**src/rtl/cpu_defs.sv**
```systemverilog
// rtl/cpu_defs.sv - shared CPU definitions: exception codes, CP0 indices, exception vector, controller states
package cpu_defs;

    localparam logic [4:0] EXC_INT  = 5'h00;
    localparam logic [4:0] EXC_ADEL = 5'h04;
    localparam logic [4:0] EXC_ADES = 5'h05;
    localparam logic [4:0] EXC_SYS  = 5'h08;
    localparam logic [4:0] EXC_BP   = 5'h09;
    localparam logic [4:0] EXC_RI   = 5'h0A;
    localparam logic [4:0] EXC_OV   = 5'h0C;

    localparam int CP0_BADVADDR = 8;
    localparam int CP0_STATUS   = 12;
    localparam int CP0_CAUSE    = 13;
    localparam int CP0_EPC      = 14;

    localparam logic [31:0] EXC_VECTOR = 32'hBFC00380;

    typedef enum logic [1:0] {
        ST_IDLE     = 2'd0,
        ST_WRITE    = 2'd1,
        ST_REDIRECT = 2'd2
    } state_e;

    // Only address errors carry a faulting address worth writing to BadVAddr.
    function automatic logic sets_badvaddr(input logic [4:0] code);
        return (code == EXC_ADEL) || (code == EXC_ADES);
    endfunction

endpackage

```
**src/rtl/exception_ctrl_if.sv**
```systemverilog
// rtl/exception_ctrl_if.sv - MEM-stage / CP0 / fetch-redirect signal bundle for exception_ctrl
// Ports: mem_* (MEM-stage instruction), hw_int, CP0 read data in; CP0 write enables/data,
// flush, busy and the redirect_valid/redirect_pc/redirect_ready handshake.
// slave = exception controller side, master = pipeline / CP0 / fetch side.
interface exception_ctrl_if #(
    parameter int WIDTH = 32
);
    logic              mem_valid;
    logic [WIDTH-1:0]  mem_pc;
    logic              mem_in_delay;
    logic [5:0]        mem_exc;
    logic              mem_is_store;
    logic [WIDTH-1:0]  mem_addr;
    logic              mem_eret;
    logic [5:0]        hw_int;
    logic [WIDTH-1:0]  Status_data;
    logic [WIDTH-1:0]  cause_data;
    logic [WIDTH-1:0]  EPC_data;
    logic [WIDTH-1:0]  we;
    logic [WIDTH-1:0]  epc;
    logic [WIDTH-1:0]  BADADDR;
    logic [4:0]        Exception_code;
    logic              Branch_delay;
    logic [7:0]        interrupt_enable;
    logic              EXL;
    logic              IE;
    logic              flush;
    logic              busy;
    logic              redirect_valid;
    logic [WIDTH-1:0]  redirect_pc;
    logic              redirect_ready;

    modport slave (
        input  mem_valid, mem_pc, mem_in_delay, mem_exc, mem_is_store, mem_addr, mem_eret,
        input  hw_int, Status_data, cause_data, EPC_data, redirect_ready,
        output we, epc, BADADDR, Exception_code, Branch_delay, interrupt_enable, EXL, IE,
        output flush, busy, redirect_valid, redirect_pc
    );

    modport master (
        output mem_valid, mem_pc, mem_in_delay, mem_exc, mem_is_store, mem_addr, mem_eret,
        output hw_int, Status_data, cause_data, EPC_data, redirect_ready,
        input  we, epc, BADADDR, Exception_code, Branch_delay, interrupt_enable, EXL, IE,
        input  flush, busy, redirect_valid, redirect_pc
    );

endinterface

```
**src/rtl/exc_prio_enc.sv**
```systemverilog
// rtl/exc_prio_enc.sv - fixed-priority exception cause encoder
// Ports: int_req, mem_exc {fetch_adel, ri, ov, sys, bp, data_ade}, mem_is_store in;
// hit and 5-bit ExcCode out.
module exc_prio_enc
    import cpu_defs::*;
(
    input  logic       int_req,
    input  logic [5:0] mem_exc,
    input  logic       mem_is_store,
    output logic       hit,
    output logic [4:0] code
);

    always_comb begin
        hit  = 1'b1;
        code = EXC_INT;
        if (int_req)         code = EXC_INT;
        else if (mem_exc[5]) code = EXC_ADEL;
        else if (mem_exc[4]) code = EXC_RI;
        else if (mem_exc[3]) code = EXC_OV;
        else if (mem_exc[2]) code = EXC_SYS;
        else if (mem_exc[1]) code = EXC_BP;
        else if (mem_exc[0]) code = mem_is_store ? EXC_ADES : EXC_ADEL;
        else                 hit  = 1'b0;
    end

endmodule

```
**src/rtl/exception_ctrl.sv**
```systemverilog
// rtl/exception_ctrl.sv - commit-point exception/interrupt controller feeding CP0 and fetch redirect
// Ports: clk, rst (async active-low), bus (exception_ctrl_if.slave) carrying the MEM-stage
// instruction, interrupt lines, CP0 read/write signals, flush/busy and the redirect handshake.
module exception_ctrl #(
    parameter int               WIDTH      = 32,
    parameter logic [WIDTH-1:0] EXC_VECTOR = WIDTH'(cpu_defs::EXC_VECTOR)
) (
    input  logic             clk,
    input  logic             rst,
    exception_ctrl_if.slave  bus
);
    import cpu_defs::*;

    logic [5:0]       int_meta_q, int_sync_q;
    logic             int_req, exc_hit, take_eret;
    logic [4:0]       exc_code;

    state_e           state_q, state_d;
    logic [4:0]       code_q, code_d;
    logic [WIDTH-1:0] epc_q, epc_d;
    logic [WIDTH-1:0] badaddr_q, badaddr_d;
    logic             bd_q, bd_d;
    logic             is_eret_q, is_eret_d;
    logic             badv_q, badv_d;
    logic             flush;
    logic             in_write, in_redirect;
    logic [WIDTH-1:0] we;

    logic unused_bits;
    assign unused_bits = ^{bus.cause_data[WIDTH-1:10], bus.cause_data[7:0],
                           bus.Status_data[WIDTH-1:16], bus.Status_data[7:2]};

    always_ff @(posedge clk or negedge rst) begin
        if (!rst) begin
            int_meta_q <= '0;
            int_sync_q <= '0;
        end else begin
            int_meta_q <= bus.hw_int;
            int_sync_q <= int_meta_q;
        end
    end

    // IE set, EXL clear, and any pending line (6 hardware + 2 software) unmasked by IM.
    assign int_req = bus.Status_data[0] & ~bus.Status_data[1]
                   & |({int_sync_q, bus.cause_data[9:8]} & bus.Status_data[15:8]);

    exc_prio_enc u_prio (
        .int_req      (int_req & bus.mem_valid),
        .mem_exc      (bus.mem_exc & {6{bus.mem_valid}}),
        .mem_is_store (bus.mem_is_store),
        .hit          (exc_hit),
        .code         (exc_code)
    );

    // Any exception on the same instruction pre-empts ERET.
    assign take_eret = bus.mem_valid & bus.mem_eret & ~exc_hit;

    always_ff @(posedge clk or negedge rst) begin
        if (!rst) begin
            state_q   <= ST_IDLE;
            code_q    <= '0;
            epc_q     <= '0;
            badaddr_q <= '0;
            bd_q      <= 1'b0;
            is_eret_q <= 1'b0;
            badv_q    <= 1'b0;
        end else begin
            state_q   <= state_d;
            code_q    <= code_d;
            epc_q     <= epc_d;
            badaddr_q <= badaddr_d;
            bd_q      <= bd_d;
            is_eret_q <= is_eret_d;
            badv_q    <= badv_d;
        end
    end

    always_comb begin
        state_d   = state_q;
        code_d    = code_q;
        epc_d     = epc_q;
        badaddr_d = badaddr_q;
        bd_d      = bd_q;
        is_eret_d = is_eret_q;
        badv_d    = badv_q;
        flush     = 1'b0;
        unique case (state_q)
            ST_IDLE: begin
                if (exc_hit) begin
                    flush     = 1'b1;
                    state_d   = ST_WRITE;
                    code_d    = exc_code;
                    epc_d     = bus.mem_in_delay ? bus.mem_pc - WIDTH'(4) : bus.mem_pc;
                    badaddr_d = bus.mem_exc[5] ? bus.mem_pc : bus.mem_addr;
                    bd_d      = bus.mem_in_delay;
                    is_eret_d = 1'b0;
                    badv_d    = sets_badvaddr(exc_code) && !int_req;
                end else if (take_eret) begin
                    flush     = 1'b1;
                    state_d   = ST_WRITE;
                    code_d    = '0;
                    epc_d     = bus.mem_pc;
                    badaddr_d = bus.mem_addr;
                    bd_d      = 1'b0;
                    is_eret_d = 1'b1;
                    badv_d    = 1'b0;
                end
            end
            ST_WRITE: begin
                flush   = 1'b1;
                state_d = ST_REDIRECT;
            end
            ST_REDIRECT: begin
                flush = 1'b1;
                if (bus.redirect_ready) state_d = ST_IDLE;
            end
            default: state_d = ST_IDLE;
        endcase
    end

    assign in_write    = (state_q == ST_WRITE);
    assign in_redirect = (state_q == ST_REDIRECT);

    // Enables are confined to the single WRITE cycle so MTC0 is never overridden elsewhere.
    always_comb begin
        we = '0;
        if (in_write) begin
            if (is_eret_q) begin
                we[CP0_STATUS] = 1'b1;
            end else begin
                we[CP0_STATUS]   = 1'b1;
                we[CP0_CAUSE]    = 1'b1;
                we[CP0_EPC]      = 1'b1;
                we[CP0_BADVADDR] = badv_q;
            end
        end
    end

    assign bus.we               = we;
    assign bus.epc              = in_write ? epc_q : '0;
    assign bus.BADADDR          = in_write ? badaddr_q : '0;
    assign bus.Exception_code   = in_write ? code_q : '0;
    assign bus.Branch_delay     = in_write & bd_q;
    assign bus.EXL              = in_write & ~is_eret_q;
    assign bus.interrupt_enable = bus.Status_data[15:8];
    assign bus.IE               = bus.Status_data[0];
    assign bus.flush            = flush;
    assign bus.busy             = (state_q != ST_IDLE);
    assign bus.redirect_valid   = in_redirect;
    assign bus.redirect_pc      = in_redirect ? (is_eret_q ? bus.EPC_data : EXC_VECTOR) : '0;

endmodule
```
**src/flat_wrapper.sv**
```systemverilog
// flat-port wrapper written by rule: the top's interface ports become plain ports
module exception_ctrl_flat import cpu_defs::*;
#(
    parameter int               WIDTH      = 32,
    parameter logic [WIDTH-1:0] EXC_VECTOR = WIDTH'(cpu_defs::EXC_VECTOR)
)
  (clk, rst, bus_mem_valid, bus_mem_pc, bus_mem_in_delay, bus_mem_exc, bus_mem_is_store, bus_mem_addr, bus_mem_eret, bus_hw_int, bus_Status_data, bus_cause_data, bus_EPC_data, bus_redirect_ready, bus_we, bus_epc, bus_BADADDR, bus_Exception_code, bus_Branch_delay, bus_interrupt_enable, bus_EXL, bus_IE, bus_flush, bus_busy, bus_redirect_valid, bus_redirect_pc);
  exception_ctrl_if #(.WIDTH(WIDTH)) bus_i ();
  input  logic clk;
  input  logic rst;
  input wire logic [$bits(bus_i.mem_valid)-1:0] bus_mem_valid;
  input wire logic [$bits(bus_i.mem_pc)-1:0] bus_mem_pc;
  input wire logic [$bits(bus_i.mem_in_delay)-1:0] bus_mem_in_delay;
  input wire logic [$bits(bus_i.mem_exc)-1:0] bus_mem_exc;
  input wire logic [$bits(bus_i.mem_is_store)-1:0] bus_mem_is_store;
  input wire logic [$bits(bus_i.mem_addr)-1:0] bus_mem_addr;
  input wire logic [$bits(bus_i.mem_eret)-1:0] bus_mem_eret;
  input wire logic [$bits(bus_i.hw_int)-1:0] bus_hw_int;
  input wire logic [$bits(bus_i.Status_data)-1:0] bus_Status_data;
  input wire logic [$bits(bus_i.cause_data)-1:0] bus_cause_data;
  input wire logic [$bits(bus_i.EPC_data)-1:0] bus_EPC_data;
  input wire logic [$bits(bus_i.redirect_ready)-1:0] bus_redirect_ready;
  output wire logic [$bits(bus_i.we)-1:0] bus_we;
  output wire logic [$bits(bus_i.epc)-1:0] bus_epc;
  output wire logic [$bits(bus_i.BADADDR)-1:0] bus_BADADDR;
  output wire logic [$bits(bus_i.Exception_code)-1:0] bus_Exception_code;
  output wire logic [$bits(bus_i.Branch_delay)-1:0] bus_Branch_delay;
  output wire logic [$bits(bus_i.interrupt_enable)-1:0] bus_interrupt_enable;
  output wire logic [$bits(bus_i.EXL)-1:0] bus_EXL;
  output wire logic [$bits(bus_i.IE)-1:0] bus_IE;
  output wire logic [$bits(bus_i.flush)-1:0] bus_flush;
  output wire logic [$bits(bus_i.busy)-1:0] bus_busy;
  output wire logic [$bits(bus_i.redirect_valid)-1:0] bus_redirect_valid;
  output wire logic [$bits(bus_i.redirect_pc)-1:0] bus_redirect_pc;
  assign bus_i.mem_valid = bus_mem_valid;
  assign bus_i.mem_pc = bus_mem_pc;
  assign bus_i.mem_in_delay = bus_mem_in_delay;
  assign bus_i.mem_exc = bus_mem_exc;
  assign bus_i.mem_is_store = bus_mem_is_store;
  assign bus_i.mem_addr = bus_mem_addr;
  assign bus_i.mem_eret = bus_mem_eret;
  assign bus_i.hw_int = bus_hw_int;
  assign bus_i.Status_data = bus_Status_data;
  assign bus_i.cause_data = bus_cause_data;
  assign bus_i.EPC_data = bus_EPC_data;
  assign bus_i.redirect_ready = bus_redirect_ready;
  assign bus_we = bus_i.we;
  assign bus_epc = bus_i.epc;
  assign bus_BADADDR = bus_i.BADADDR;
  assign bus_Exception_code = bus_i.Exception_code;
  assign bus_Branch_delay = bus_i.Branch_delay;
  assign bus_interrupt_enable = bus_i.interrupt_enable;
  assign bus_EXL = bus_i.EXL;
  assign bus_IE = bus_i.IE;
  assign bus_flush = bus_i.flush;
  assign bus_busy = bus_i.busy;
  assign bus_redirect_valid = bus_i.redirect_valid;
  assign bus_redirect_pc = bus_i.redirect_pc;
  exception_ctrl #(.WIDTH(WIDTH), .EXC_VECTOR(EXC_VECTOR)) u_core (.clk(clk), .rst(rst), .bus(bus_i));
endmodule
```
**config.mk**
```make
export PLATFORM = sky130hd
export DESIGN_NAME = exception_ctrl_flat
export DESIGN_NICKNAME = d
export VERILOG_FILES = /design/src/rtl/cpu_defs.sv /design/src/rtl/exception_ctrl_if.sv /design/src/rtl/exc_prio_enc.sv /design/src/rtl/exception_ctrl.sv /design/src/flat_wrapper.sv
export SDC_FILE = /design/constraint.sdc
export NUM_CORES = 1
export LEC_CHECK = 0
export ABC_AREA = 1
export CAP_MARGIN = 10
export CORE_MARGIN = 3
export CORE_UTILIZATION = 25
export DETAILED_ROUTE_END_ITERATION = 10
export GPL_TIMING_DRIVEN = 0
export PLACE_DENSITY = 0.68
export REMOVE_ABC_BUFFERS = 1
export SKIP_CTS_REPAIR_TIMING = 1
export SLEW_MARGIN = 20
export SYNTH_ARGS = -nofsm -noshare
export SYNTH_HDL_FRONTEND = slang
export SYNTH_SLANG_ARGS = --single-unit
```
**constraint.sdc**
```tcl
create_clock -name clk -period 3.52 [get_ports clk]
set_input_delay 0.704 -clock clk [delete_from_list [all_inputs] [get_ports clk]]
set_output_delay 0.704 -clock clk [all_outputs]
set_load 0.1 [all_outputs]
```
==> results by group, run 1 <==
Run status
  – Status: finished with violations
  – Violations in the final reports: setup timing

Synthesis
  – Register bit total from synthesis: 85
  – Share of the synthesized area in the top cell type: a little over a third
  – Post-synth ARST share: 100%
  – Post-synth EDFFs: 0
  – Mapped Cells: approximately 890
  – Post-synth cell types: 33
  – Sequential element share of the synthesized area: between 30% and 40%
  – Area contributors post-synth: dfrtp_1 36%, nand2_1 21%, inv_1 10%
  – Post-synthesis instance area: ~6000 um2
  – Syn_area_per_cell: between 6 and 7 um2
  – Top_reg_cell synth: dfrtp_1
  – Leading area contributor after synthesis: dfrtp_1
  – Synth warnings: 0

Place
  – Placed inst area: a little over 8000 um2
  – Global placement routability congestion: 0.831
  – Port Buffers: approximately 240
  – Final HPWL DP: 14,200 um
  – Setup WS pre-CTS: -1800 ps

Timing
  – Post-route setup slack: -2.14 ps
  – Post-Route Skew: 7.88 ps
  – Final min period: approximately 3500 ps
  – Final setup viols: 1
  – Max-slew violations: 0
  – Slew margin rel.: a little under a third
  – Final Cycle Share: 100%
  – Max Freq: about 280 MHz
  – Final Hold Fails: 0
  – RSZ-0062 raised after global routing: yes
  – Worst slew pin tran: between 1000 and 1500 ps
  – Worst Hold Margin: 170 ps

Cells and area
  – Nets: approximately 1,300
  – Area growth from synthesis to layout: 50.9%
  – Fraction of layout cells with a size suffix above 1: around 3.6%
  – Fin area: 8820 um2
  – Commonest non-fill, non-tap cell in the layout: nand2_1
  – Filler cell count: roughly 2,400
  – Most frequent cells in the layout: 327 x nand2_1, 174 x clkdlybuf4s50_1, 157 x inv_1
  – Final core occ: between 30% and 40%

Route
  – Vias: about 6,000
  – Antenna Nets Post-Route: 0
  – Drt pass-1 iters: 5
  – WL/cell: 14.5 um
  – Post-DR vias/cell: between 4 and 5
  – DRT Wirelength: 20,600 um
  – Initial DRC count: around 360
  – Drt drc: 0

Worst setup path
  – WP buf/inv: 3
  – Required @ worst endpoint: 2820 ps
  – Crit path kind: primary input to output port
  – Most frequent cell on the critical path: nor2_1
  – Max incr delay on CP: approximately 450 ps
  – CP arrival: 2820 ps
  – CP max stage cell: clkdlybuf4s50_1
  – Worst Setup Start Kind: primary input
  – Delay-heaviest family, CP: buffers and inverters
  – CP max FO: 63
  – Crit. End Element: output port
  – Cells along the critical path: clkdlybuf4s50_1 > o21ai_1 > nand2_1 > nor2_2 > nand3_4 > nand2_8 > clkinv_8 > nor2_1 > nor2_1 > clkbuf_4

Floorplanning
  – Die Wd: roughly 160 um
  – Io pins: ~330
  – Row Count: 55
  – Die H: between 150 and 200 um
  – Initial core utilization: about 26%
  – Area of the core: 22,800 um2
  – Die area: 25,300 um2

Clocking
  – Clock transition at path regs: roughly 70 ps
  – Clock Tree Buf Depth: 2
  – Clock Tree Root: clkbuf_16
  – Clk sinks: 85
  – H-tree levels: 3
  – TritonCTS buffer count: 9
  – Clk_lat worst skew: 350 ps
  – CTS tree: built

Global routing
  – First-pass GRT wire length: a little over 30,000 um
  – Largest net degree at the start of global routing: ~80
  – Grt ovf: 0
  – Vias in the first global route: approximately 5,800
  – Antenna violations before repair: 2
  – Global Route Usage Sum: between 10% and 20%

Power
  – VDD IR max: between 500 and 600 uV
  – P_leak: around 5.6 nW
  – Power Density: about 950 nW/um2

Flow run
  – Number of max-cap violations: 0

Min path
  – HP Class: primary input to async pin
==> report_power, final <==
part | leakage [nW] | switching [mW] | internal, mW
Combinational | 4.44 | 4.49 | 1.23
Clock | 0.147 | 0.411 | 0.583
Sequential | 1.04 | 0.249 | 1.40
Total | 5.62 | 5.15 | 3.21
==> path summary, 6_finish.rpt <==
kind / start / endpoint / slack, ps / cells after the start
max reg2reg: u_core.int_sync_q[3] / u_core.epc_q[3] / 1250 / 11
min in group clk: u_core.int_meta_q[1] / u_core.int_sync_q[1] / 350 / 0
max in group asynchronous: rst / u_core.int_meta_q[2] / 2710 / 2
min reg2reg: u_core.int_meta_q[1] / u_core.int_sync_q[1] / 350 / 0
min: rst / u_core.badaddr_q[0] / 170 / 1
max: bus_mem_exc[4] / bus_flush / -2 / 10
==> cell usage after synthesis (2+ instances only) <==
library cell	instances
a21oi_1	12
nand2_1	327
buf_6	9
o21ai_0	19
buf_4	43
nand3_2	4
dfrtp_1	85
inv_1	157
nand3_1	64
o211ai_1	33
nand2_2	2
buf_2	9
nor4_1	3
ha_1	5
inv_2	2
nand4_1	13
nor2_1	66
clkbuf_1	19
nor2_4	3
nor2_2	3
xor2_1	2
==> kinds of logic after synthesis <==
logic type	Yosys count	share of synthesized area, %
AND/OR/NAND/NOR	490	34.9
buffers and inverters	241	19.9
flip-flops	85	36.4
AO/OA/AOI/OAI	68	7.41
adder cells (fa/ha/maj)	5	1.07
XOR/XNOR	2	0.300
other	1	0.0642
==> worst reg2reg max path, delay by kind of cell (launching register included) <==
family | cells | cell delay, ps
AND/OR/NAND/NOR | 10 | 1670
flip-flops | 1 | 330
buffers and inverters | 1 | 150
==> metal layers <==
metal | vias up | global-route usage [%] | routed length, um
li1 | 3065 | - | -
met1 | 2735 | 18.9 | 9100
met2 | 195 | 25.7 | 10000
met3 | 31 | 2.66 | 907
met4 | 0 | 6.57 | 622
met5 | - | 0 | 0
==> flip-flops by register name (all words and copies together) (netlist names) <==
register           count
u_core.badaddr_q      32
u_core.badv_q          1
u_core.bd_q            1
u_core.code_q          4
u_core.epc_q          32
u_core.int_meta_q      6
u_core.int_sync_q      6
u_core.is_eret_q       1
u_core.state_q         2
==> final cells by class <==
class                           instances  area [um2]  area share [%]
Antenna cell                            2        5.00          0.0567
Clock buffer                           11         253            2.87
Clock inverter                          4        47.5           0.539
Inverter                              160         614            6.97
Multi-Input combinational cell        597        2720            30.9
Sequential cell                        85        2130            24.1
Tap cell                              313         392            4.44
Timing Repair Buffer                  246        2660            30.1
==> through the flow <==
step                TNS [ps]  instances  total power, mW
finish                 -2.14       1418             8.36
global route            -199       1418             8.82
CTS                    -7400       1413             8.36
detailed placement     -6970       1398             7.33
global placement     -241030       1396             7.27
floorplan             -46980        839             5.84
No activity file was read; power rests on OpenSTA's default activity.
==> run 2, diff against run 1 <==
ABC_AREA = default   (was 1)
PLACE_DENSITY = 0.7   (was 0.68)
==> results by group, run 2 <==
Place
  – Placed inst area: slightly below 8000 um2
  – Cells after DPL: around 1,100
  – Final HPWL DP: approximately 12,000 um
  – Global placement routability congestion: roughly 0.78
  – Port Buffers: between 200 and 250

Route
  – Vias: 4,942
  – Antenna Nets Post-Route: 0
  – Initial DRC count: 244
  – DRT Wirelength: between 15,000 and 20,000 um
  – Post-DR vias/cell: ~4.6
  – Drt drc: 0
  – Drt pass-1 iters: 5
  – WL/cell: between 15 and 20 um

Floorplanning
  – Row Count: 52
  – Area of the core: between 20,000 and 25,000 um2
  – Die area: ~23,000 um2
  – Initial core utilization: between 20% and 30%
  – Io pins: approximately 330
  – Die H: around 150 um
  – Die Wd: 151 um

Global routing
  – Vias in the first global route: 4,657
  – First-pass GRT wire length: between 20,000 and 25,000 um
  – Grt ovf: 0
  – Global Route Usage Sum: between 10% and 20%
  – Largest net degree at the start of global routing: 73
  – Antenna violations before repair: 0

Synthesis
  – Register bit total from synthesis: 85
  – Post-synth top cells: 85 x dfrtp_1, 71 x and2_1, 53 x nand2_1
  – Post-synthesis instance area: roughly 5300 um2
  – Share of the synthesized area in the top cell type: about two fifths
  – Leading area contributor after synthesis: dfrtp_1
  – Post-synth ARST share: 100%
  – Post-synth EDFFs: 0
  – Most common cell in the synthesized netlist: dfrtp_1
  – Mapped Cells: a little under 600
  – Sequential element share of the synthesized area: 40.5%
  – Top_reg_cell synth: dfrtp_1
  – Syn_area_per_cell: 8.82 um2
  – Post-synth cell types: between 50 and 60
  – Area contributors post-synth: dfrtp_1 40%, and2_1 8.5%, buf_4 6.3%
  – Synth warnings: 0

Cells and area
  – Register area: between 2000 and 2500 um2
  – Area growth from synthesis to layout: 59.9%
  – Ant. Diodes: 0
  – Fin area: around 8400 um2
  – Multi-input combinational cell area: roughly 2700 um2
  – Filler cell count: between 2,000 and 2,500
  – Nets: 987
  – Top Registers: u_core.badaddr_q (32), u_core.epc_q (32)
  – Fraction of layout cells with a size suffix above 1: under 10%
  – Commonest non-fill, non-tap cell in the layout: clkdlybuf4s50_1
  – Final core occ: roughly two fifths
  – Most frequent cells in the layout: 136 x clkdlybuf4s50_1, 100 x dlymetal6s2s_1, 85 x dfrtp_1
  – Fin cells: ~1,100

Clocking
  – Clock Tree Root: clkbuf_16
  – TritonCTS buffer count: 9
  – Clock Tree Buf Depth: 2
  – H-tree levels: 3
  – Clk sinks: 85
  – Clock transition at path regs: 70 ps
  – CTS tree: built
  – Clk_lat worst skew: between 300 and 400 ps

Timing
  – Final min period: 3750 ps
  – Worst slew pin tran: roughly 1100 ps
  – Final Cycle Share: 107%
  – Setup TNS: -233 ps
  – RSZ-0062 raised after global routing: yes
  – Post-Route Skew: 4.52 ps
  – Final Hold Fails: 0
  – Max Freq: roughly 270 MHz
  – Slew margin rel.: between 20% and 30%
  – Max-slew violations: 0
  – Final setup viols: 1
  – Post-route setup slack: -233 ps

Worst setup path
  – CP max FO: 58
  – CP max stage cell: or4_4
  – Crit path kind: primary input to output port
  – WP buf/inv: 2
  – Cells along the critical path: clkdlybuf4s50_1 > or4_4 > o311a_1 > a31o_4 > nor2_1 > nor2_1 > buf_4
  – Max incr delay on CP: ~580 ps
  – Delay-heaviest family, CP: compound AO/OA/AOI/OAI gates
  – CP arrival: 3050 ps
  – Required @ worst endpoint: ~2800 ps
  – Most frequent cell on the critical path: nor2_1
  – Worst Setup Start Kind: primary input
  – Crit. End Element: output port

Min path
  – HP Class: primary input to async pin

Run status
  – Status: finished with violations
  – Violations in the final reports: setup timing

Flow run
  – Number of max-cap violations: 0

Power
  – Power Density: 973 nW/um2
  – P_leak: between 5 and 6 nW
  – VDD IR max: approximately 410 uV
  – Total power: approximately 8.2 mW
run 2: cell types whose count changed after synthesis, moves of 13 or more:
cell / before / now
mux2i_1: 0 / 32
a31oi_1: 0 / 29
o211ai_1: 33 / 1
and3_1: 1 / 22
or4_1: 0 / 13
o21ai_0: 19 / 48
nand2_1: 327 / 53
and2_1: 0 / 71
or3_1: 0 / 16
nor2_1: 66 / 38
nand3_1: 64 / 2
inv_1: 157 / 19
run 2: worst paths after layout:
kind                                           start                    to  slack, ps  cells past startpoint
worst max-delay path                  bus_mem_exc[2]             bus_flush       -230                      7
worst min-delay path                             rst  u_core.badaddr_q[14]        260                      1
worst max register to register  u_core.int_sync_q[0]     u_core.state_q[1]       1090                      5
worst min register to register  u_core.int_meta_q[0]  u_core.int_sync_q[0]        350                      0
max in group asynchronous                        rst   u_core.badaddr_q[2]       2670                      2
min in group clk                u_core.int_meta_q[0]  u_core.int_sync_q[0]        350                      0
run 2: cell type report:
class / count / area share (%)
flip-flops and latches: 85 / 25.3
clock buffers: 9 / 2.68
repair buffers: 249 / 33.1
well taps: 270 / 4.02
inverters: 19 / 0.849
multi-input cells: 439 / 32.5
clock inverters: 7 / 1.46
run 2: cell families (layout without fill, tap and decap cells):
kind of cell | Yosys count | after routing | synth area share (%)
AO/OA/AOI/OAI | 128 | 128 | 15.4
multiplexers | 33 | 33 | 6.31
other | 1 | 29 | 0.0714
flip-flops | 85 | 85 | 40.5
buffers and inverters | 100 | 284 | 10.5
adder cells (fa/ha/maj) | 5 | 5 | 1.19
XOR/XNOR | 2 | 2 | 0.333
AND/OR/NAND/NOR | 242 | 242 | 25.6
run 2: worst register-to-register path, stage by stage, from the launching register on:
cell     delay, ps
dfrtp_1        360
a22oi_1        230
nand4_1        360
a21oi_1        870
a31oi_1        190
mux2_2         300
run 2: where the power goes:
group          switching [mW]  leakage [nW]  internal (mW)  total, mW
logic                    4.15          3.93           1.29       5.44
clock network           0.422         0.162          0.698       1.12
registers               0.230          1.01           1.38       1.61
run 2: metrics by stage:
step	setup WS [ps]	hold WS, ps
detailed placement	-991	335
global placement	-3760	332
CTS	-995	262
finish	-233	264
global route	-282	277
floorplan	-4260	331
run 2: layer usage:
metal	global-route usage [%]	wire length, um	up-vias
li1	-	-	2435
met5	0	0	-
met2	24.9	8380	198
met3	5.06	1590	21
met4	2.81	224	0
met1	15.7	6450	2288
